$ cat src/rtl/patdet_event_counter_if.sv
// rtl/patdet_event_counter_if.sv - snapshot request/response bundle for the pattern event counter
interface patdet_event_counter_if #(
    parameter int CW = 16,
    parameter int GW = 12
) ();
    logic          snap_req;
    logic          snap_valid;
    logic [CW-1:0] snap_count;
    logic [GW-1:0] snap_last;
    logic [GW-1:0] snap_min;

    // Monitor side: issues requests, receives the statistics snapshot
    modport master (
        output snap_req,
        input  snap_valid,
        input  snap_count,
        input  snap_last,
        input  snap_min
    );

    // Counter side: answers requests with a registered snapshot
    modport slave (
        input  snap_req,
        output snap_valid,
        output snap_count,
        output snap_last,
        output snap_min
    );
endinterface

$ cat src/rtl/patdet_event_counter.sv
// rtl/patdet_event_counter.sv - rising-edge event counter with gap, min-gap and burst statistics
module patdet_event_counter #(
    parameter int CW          = 16,
    parameter int GW          = 12,
    parameter int MIN_SPACING = 4
) (
    input  logic                     clk,
    input  logic                     rst,
    input  logic                     det,
    input  logic                     clr,
    patdet_event_counter_if.slave    snap,
    output logic                     event_o,
    output logic                     burst_flag
);
    typedef enum logic [1:0] {
        IDLE  = 2'd0,
        FIRST = 2'd1,
        RUN   = 2'd2
    } state_t;

    localparam logic [CW-1:0] CNT_MAX = {CW{1'b1}};
    localparam logic [GW-1:0] GAP_MAX = {GW{1'b1}};
    localparam logic [GW-1:0] SPACING = GW'(MIN_SPACING);

    state_t        state;
    state_t        state_n;
    logic          det_q;
    logic          ev;
    logic [CW-1:0] count;
    logic [GW-1:0] gap_cnt;
    logic [GW-1:0] last_gap;
    logic [GW-1:0] min_gap;

    // A level held for several cycles yields a single event on its rising edge
    assign ev = det & ~det_q;

    // Detector history and registered event pulse; clr does not touch these
    always_ff @(posedge clk) begin
        if (rst) begin
            det_q   <= 1'b0;
            event_o <= 1'b0;
        end else begin
            det_q   <= det;
            event_o <= ev;
        end
    end

    // State register
    always_ff @(posedge clk) begin
        if (rst) begin
            state <= IDLE;
        end else begin
            state <= state_n;
        end
    end

    // Next state: clr overrides any same-cycle event
    always_comb begin
        state_n = state;
        if (clr) begin
            state_n = IDLE;
        end else if (ev) begin
            case (state)
                IDLE:    state_n = FIRST;
                FIRST:   state_n = RUN;
                RUN:     state_n = RUN;
                default: state_n = IDLE;
            endcase
        end
    end

    // Statistics: event count, running gap, last/min gap and sticky burst flag
    always_ff @(posedge clk) begin
        if (rst || clr) begin
            count      <= '0;
            gap_cnt    <= '0;
            last_gap   <= '0;
            min_gap    <= GAP_MAX;
            burst_flag <= 1'b0;
        end else if (ev) begin
            gap_cnt <= GW'(1);
            if (state == IDLE) begin
                count <= CW'(1);
            end else begin
                last_gap <= gap_cnt;
                if (gap_cnt < min_gap) begin
                    min_gap <= gap_cnt;
                end
                if (gap_cnt < SPACING) begin
                    burst_flag <= 1'b1;
                end
                if (count != CNT_MAX) begin
                    count <= count + CW'(1);
                end
            end
        end else if (state != IDLE && gap_cnt != GAP_MAX) begin
            gap_cnt <= gap_cnt + GW'(1);
        end
    end

    // Snapshot captures the statistics as they stood before this cycle's update
    always_ff @(posedge clk) begin
        if (rst) begin
            snap.snap_valid <= 1'b0;
            snap.snap_count <= '0;
            snap.snap_last  <= '0;
            snap.snap_min   <= '0;
        end else begin
            snap.snap_valid <= snap.snap_req;
            if (snap.snap_req) begin
                snap.snap_count <= count;
                snap.snap_last  <= last_gap;
                snap.snap_min   <= min_gap;
            end
        end
    end
endmodule
$ cat src/flat_wrapper.sv
// flat-port wrapper written by rule: the top's interface ports become plain ports
module patdet_event_counter_flat 
#(
    parameter int CW          = 16,
    parameter int GW          = 12,
    parameter int MIN_SPACING = 4
)
  (clk, rst, det, clr, event_o, burst_flag, snap_snap_req, snap_snap_valid, snap_snap_count, snap_snap_last, snap_snap_min);
  patdet_event_counter_if #(.CW(CW), .GW(GW)) snap_i ();
  input  logic clk;
  input  logic rst;
  input  logic det;
  input  logic clr;
  output logic event_o;
  output logic burst_flag;
  input wire logic [$bits(snap_i.snap_req)-1:0] snap_snap_req;
  output wire logic [$bits(snap_i.snap_valid)-1:0] snap_snap_valid;
  output wire logic [$bits(snap_i.snap_count)-1:0] snap_snap_count;
  output wire logic [$bits(snap_i.snap_last)-1:0] snap_snap_last;
  output wire logic [$bits(snap_i.snap_min)-1:0] snap_snap_min;
  assign snap_i.snap_req = snap_snap_req;
  assign snap_snap_valid = snap_i.snap_valid;
  assign snap_snap_count = snap_i.snap_count;
  assign snap_snap_last = snap_i.snap_last;
  assign snap_snap_min = snap_i.snap_min;
  patdet_event_counter #(.CW(CW), .GW(GW), .MIN_SPACING(MIN_SPACING)) u_core (.clk(clk), .rst(rst), .det(det), .clr(clr), .snap(snap_i), .event_o(event_o), .burst_flag(burst_flag));
endmodule
$ cat config.mk
export PLATFORM = sky130hd
export DESIGN_NAME = patdet_event_counter_flat
export DESIGN_NICKNAME = d
export VERILOG_FILES = /design/src/rtl/patdet_event_counter_if.sv /design/src/rtl/patdet_event_counter.sv /design/src/flat_wrapper.sv
export SDC_FILE = /design/constraint.sdc
export NUM_CORES = 1
export LEC_CHECK = 0
export ABC_AREA = 1
export CORE_ASPECT_RATIO = 1.5
export CORE_MARGIN = 2
export CORE_UTILIZATION = 30
export CTS_CLUSTER_SIZE = 28
export DETAILED_ROUTE_END_ITERATION = 7
export GPL_TIMING_DRIVEN = 0
export PLACE_DENSITY_LB_ADDON = 0.2
export RECOVER_POWER = 100
export SYNTH_ARGS = -nofsm -noshare
export SYNTH_HDL_FRONTEND = slang
export SYNTH_SLANG_ARGS = --single-unit
$ cat constraint.sdc
create_clock -name clk -period 2.6 [get_ports clk]
set_clock_uncertainty 0.05 [all_clocks]
set_input_delay 0.52 -clock clk [delete_from_list [all_inputs] [get_ports clk]]
set_output_delay 0.52 -clock clk [all_outputs]
set_load 0.01 [all_outputs]
After elaboration in Yosys (flattened, before gate mapping):

Cells that the tools add are included.

* logic and storage cells: 42
* input bits: 5
* register bits after elaboration: 98
* output and inout port bits: 43

* magnitude comparators: 2
* reduce and logical (&&, ||, !) cells: 13
* equal/unequal tests: 4
* bitwise gates (word level): 3
* multiplexer cells: 5
* add/subtract/negate cells: 2

Operator list (count)
* $mux 16: 2
* $add 16x1->16 const B: 1
* $ne 16x16->1 const B: 1
* $add 12x1->12 const B: 1
* $lt 12x12->1: 1
* $lt 12x3->1 const B: 1
* $ne 12x12->1 const B: 1
* $reduce_and 3->1: 2
* $reduce_bool 2->1: 3
* $reduce_or 2->1: 3
* $pmux 2 s2: 1
* $reduce_and 2->1: 2
* $eq 2x1->1 const B: 1
* $eq 2x2->1 const B: 1
* $logic_not 2->1: 1
* $mux 1: 2
* $not 1->1: 2
* $and 1x1->1: 1
* $logic_and 1x1->1: 1
* $logic_or 1x1->1: 1

Depth between registers and ports, before layout:

* word-level depth: 4
* gate-level depth with buffers: 12

Worst setup path after synthesis:

No wires, ideal clock.

* kind: register to register
* from: register u_core.min_gap[10]
* to: register u_core.min_gap[10]
* stages on the path, launching flop included: 12
* arrival time: 1.449 ns
* library setup time: 0.134 ns
* setup slack: 0.968 ns
* cells stage by stage: dfxtp_1 inv_1 ha_1 nand2_1 inv_1 o21ai_0 nand3_2 nor2_4 nand2_2 buf_6 nand2_1 nand3_1

* word-level cells in the longest chain between the ends: 2

Ends and longest elaborated chain
* start, declared: RTL line patdet_event_counter.sv:32 `logic [GW-1:0] min_gap;`
* start signal, assigned: RTL line patdet_event_counter.sv:87 `min_gap <= gap_cnt;`
* $lt 12x12->1: RTL line patdet_event_counter.sv:86 `if (gap_cnt < min_gap) begin`
* $reduce_and 3->1 (no line)

No other way between the ends.
A chain may end at the register's enable or synchronous reset.

Worst setup path in the final report:

* from: register u_core.state[0]
* to: register u_core.count[5]

* word-level cells in the longest chain between the ends: 3

Ends and longest elaborated chain
* start, declared: RTL line patdet_event_counter.sv:25 `state_t state;`
* start signal, assigned: RTL line patdet_event_counter.sv:53 `state <= state_n;`
* $logic_not 2->1 *: RTL line patdet_event_counter.sv:82 `if (state == IDLE) begin`
* $reduce_bool 2->1 (no line)
* $reduce_and 2->1 (no line)
* end signal, assigned: RTL line patdet_event_counter.sv:93 `count <= count + CW'(1);`
* end, declared: RTL line patdet_event_counter.sv:29 `logic [CW-1:0] count;`

Mark *: on every way between the ends. The rest lies on a longest branch, timed or not.

==> out/metrics.yaml <==
timing:
  layout_setup_ws_ns: 0.474
  whs_ns: 0.406
  slew_headroom_pct: 60.2
  timing.final.hold_violations: 0
  finalMaxSlewViolations: 0
  rsz0062_at_grt: "false"
  worstMarginPinSlew_ns: 0.597
  setup_violations: 0
  fmax_mhz: 470
  fin_crit_sh_pct: 81.8
  period_minus_slack_ns: 2.13
  setup_tns_ns: 0
worst_setup_path:
  arrival_ns: 2.35
  worstPathCellList: "inv_1, ha_1, clkinvlp_2, nand3_2, nor2_1, nand3_1, nand2_2, buf_6, o21ai_0, nand2_1, nor2_1"
  crit_slowest_cell: "clkinvlp_2"
  critical_path.startpoint: "u_core.state[0]"
  crit_required_ns: 2.83
  worstPathBufferInverterCount: 3
  worst-setup-path-type: "register to register"
  cp-start-kind: "register"
  r2r-start: "u_core.state[0]"
  crit_fanout: 10
  max_stage_delay_ns: 0.36
  path_common_cell: "nor2_1"
  crit_family: "simple AND/OR/NAND/NOR gates"
  worstSetupEndpointType: "register"
drt:
  antenna_left: 0
  via_per_inst: 4.71
  vias: 3875
  drc: 0
  wl_per_cell_um: 14.0
  firstDrtPassIters: 5
  drt_iter0_drc: 231
  finalWirelength_mm: 11.5
synth:
  yosysUniqueCellTypes: 33
  synth_top_family_by_area: "simple AND/OR/NAND/NOR gates"
  netlist_instances: 570
  ys_ff_latch: 98
  synth_nets: 589
  synth_xor_area_share_pct: 0.806
  synth_top_area_share_pct: 45.1
  synth.area.mux_share_pct: 0
  yosys.area.top_type: "dfxtp_1"
  synth_adder_area_share_pct: 4.03
  synth-seq-area-share_pct: 45.1
  synth_compound_area_share_pct: 13.6
  synth.area.top_cells: "dfxtp_1 (45%), nand2_1 (9.8%), nor2_1 (5.3%)"
  syn-cell-area_mm2: 0.00435
  yosysWarnings: 0
  syn_avg_cell_area_um2: 7.62
  synth-simple-area-share_pct: 27.7
floorplan:
  row_count: 53
  core-area_mm2: 0.0141
  die_w_um: 102
  fp.dieArea_mm2: 0.0155
  die_height_um: 151
  start_util_pct: 30.9
  pin_count: 48
grt:
  grt_max_degree: 17
  gr-usage-all-layers_pct: 15.7
  antenna_found_initial: 0
  grt_pass1_vias: 3785
  grt_overflow: 0
  grt_first_pass_wirelength_mm: 18.8
placed_design:
  dpl.hpwl_mm: 8.85
  globalplace.congestion: 0.869
  port_buffers: 45
  placed_area_mm2: 0.00504
  dpl.cell_count: 807
  dp_slack_ns: 0.265
clock_tree:
  cts_resized: 0
  cts_setup_buffers: 0
  tritoncts: "yes"
  cts-root-buf: "clkbuf_16"
  clock-sinks: 98
  clk_latency_ns: 0.34
  htree_levels: 3
  clk_path_buf_depth: 2
  cts_buffers: 9
  cts-hold-fix-buffers: 0
  path_clk_slew_ns: 0.07
power:
  power_mw: 3.22
  power.leakage_nw: 2.16
  ir_worst_vdd_mv: 0.272
  p_per_area_mw_per_mm2: 607
finish:
  layout.cells.non_filler: 823
  final_area_mm2: 0.00531
  fin_util_pct: 37.8
  nets: 645
  antenna_cells: 0
  drive_gt1_share_pct: 6.81
  syn2layout_area_growth_pct: 22.1
job:
  maxCapViolCount: 0
min_path:
  min_from: "u_core.min_gap[9]"
  hold_path.class: "register to register"
status:
  status: "completed"
[worst reg2reg max path, stage by stage (launching register included)]
cell	delay, ns
dfxtp_1	0.30
inv_1	0.07
ha_1	0.25
clkinvlp_2	0.36
nand3_2	0.14
nor2_1	0.07
nand3_1	0.23
nand2_2	0.10
buf_6	0.15
o21ai_0	0.17
nand2_1	0.08
nor2_1	0.10
[layout by cell type, fill, tap and decap left out]
master           Yosys  layout
a211oi_1            29      29
a21boi_0             1       1
a21oi_1             44      44
a21oi_2              1       1
a31oi_1              1       1
buf_2                6       2
buf_4                2       2
buf_6                4       3
bufinv_16            0       1
clkbuf_1            10      18
clkbuf_16            0       9
clkbuf_8             0       3
clkdlybuf4s50_1      0       1
clkinv_1             1       2
clkinvlp_2           0       1
clkinvlp_4           0       1
dfxtp_1             98      98
dlygate4sd3_1        0      44
ha_1                14      14
inv_1               56      57
inv_2                5       3
inv_6                0       2
nand2_1            114     115
nand2_2              4       4
nand3_1             44      46
nand3_2              4       2
nand4_1             11      11
nor2_1              61      67
nor2_2              10       4
nor2_4               3       3
nor2_8               1       1
nor3_1              11      11
nor3_2               1       1
o21ai_0             22      23
o21ai_1              1       1
o21bai_1             1       1
xor2_1               4       4
[state kept, by name (all words and copies together), names as in the netlist, 2 cells and up]
register	cells
u_core.snap.snap_count	16
u_core.count	16
u_core.state	2
u_core.snap.snap_last	12
u_core.snap.snap_min	12
u_core.gap_cnt	12
u_core.last_gap	12
u_core.min_gap	12
[kinds of logic after synthesis]
family | after synthesis
and+or+nand+nor | 265
DFF | 98
buffers and inverters | 88
adders and majority gates | 14
xor gates and xnor gates | 4
AOI/OAI and AO/OA | 101
[cell usage after synthesis (all sizes together)]
cell type  instances
nand2            119
dfxtp             98
nor2              75
inv               62
nand3             48
a21oi             45
a211oi            29
o21ai             24
buf               15
ha                14
nor3              12
nand4             11
clkbuf            10
xor2               4
a21boi             1
a31oi              1
clkinv             1
o21bai             1
[final timing paths]
check,to,slack [ns],depth (start not counted)
worst max-delay path,u_core.count[5],0.47,11
worst min-delay path,u_core.min_gap[9],0.41,2
worst max register to register,u_core.count[5],0.47,11
worst min register to register,u_core.min_gap[9],0.41,2
[final cells by class]
type / count / area (µm²)
flip-flops and latches: 98 / 1960
clock buffers: 12 / 267
clock inverters: 4 / 55.1
repair buffers: 45 / 450
plain buffers: 25 / 126
well taps: 192 / 240
inverters: 63 / 238
fillers: 1526 / 8750
multi-input cells: 384 / 1970
[per-layer routing]
metal  share of wire [%]  vias to the layer above  global-route usage [%]
met5                   0                        -                       0
met4                 2.5                        0                    7.47
met3                 2.3                       19                    1.98
met2                  55                       56                    29.2
met1                  40                     1812                    17.4
li1                    -                     1988                       -
[power breakdown]
group / switching [mW] / internal [mW] / leakage, nW
Combinational: 0.149 / 0.0897 / 1.21
Clock: 0.586 / 0.832 / 0.156
Sequential: 0.0233 / 1.54 / 0.799
Total: 0.759 / 2.46 / 2.16
Note: power is estimated with default switching activity, not from simulation.
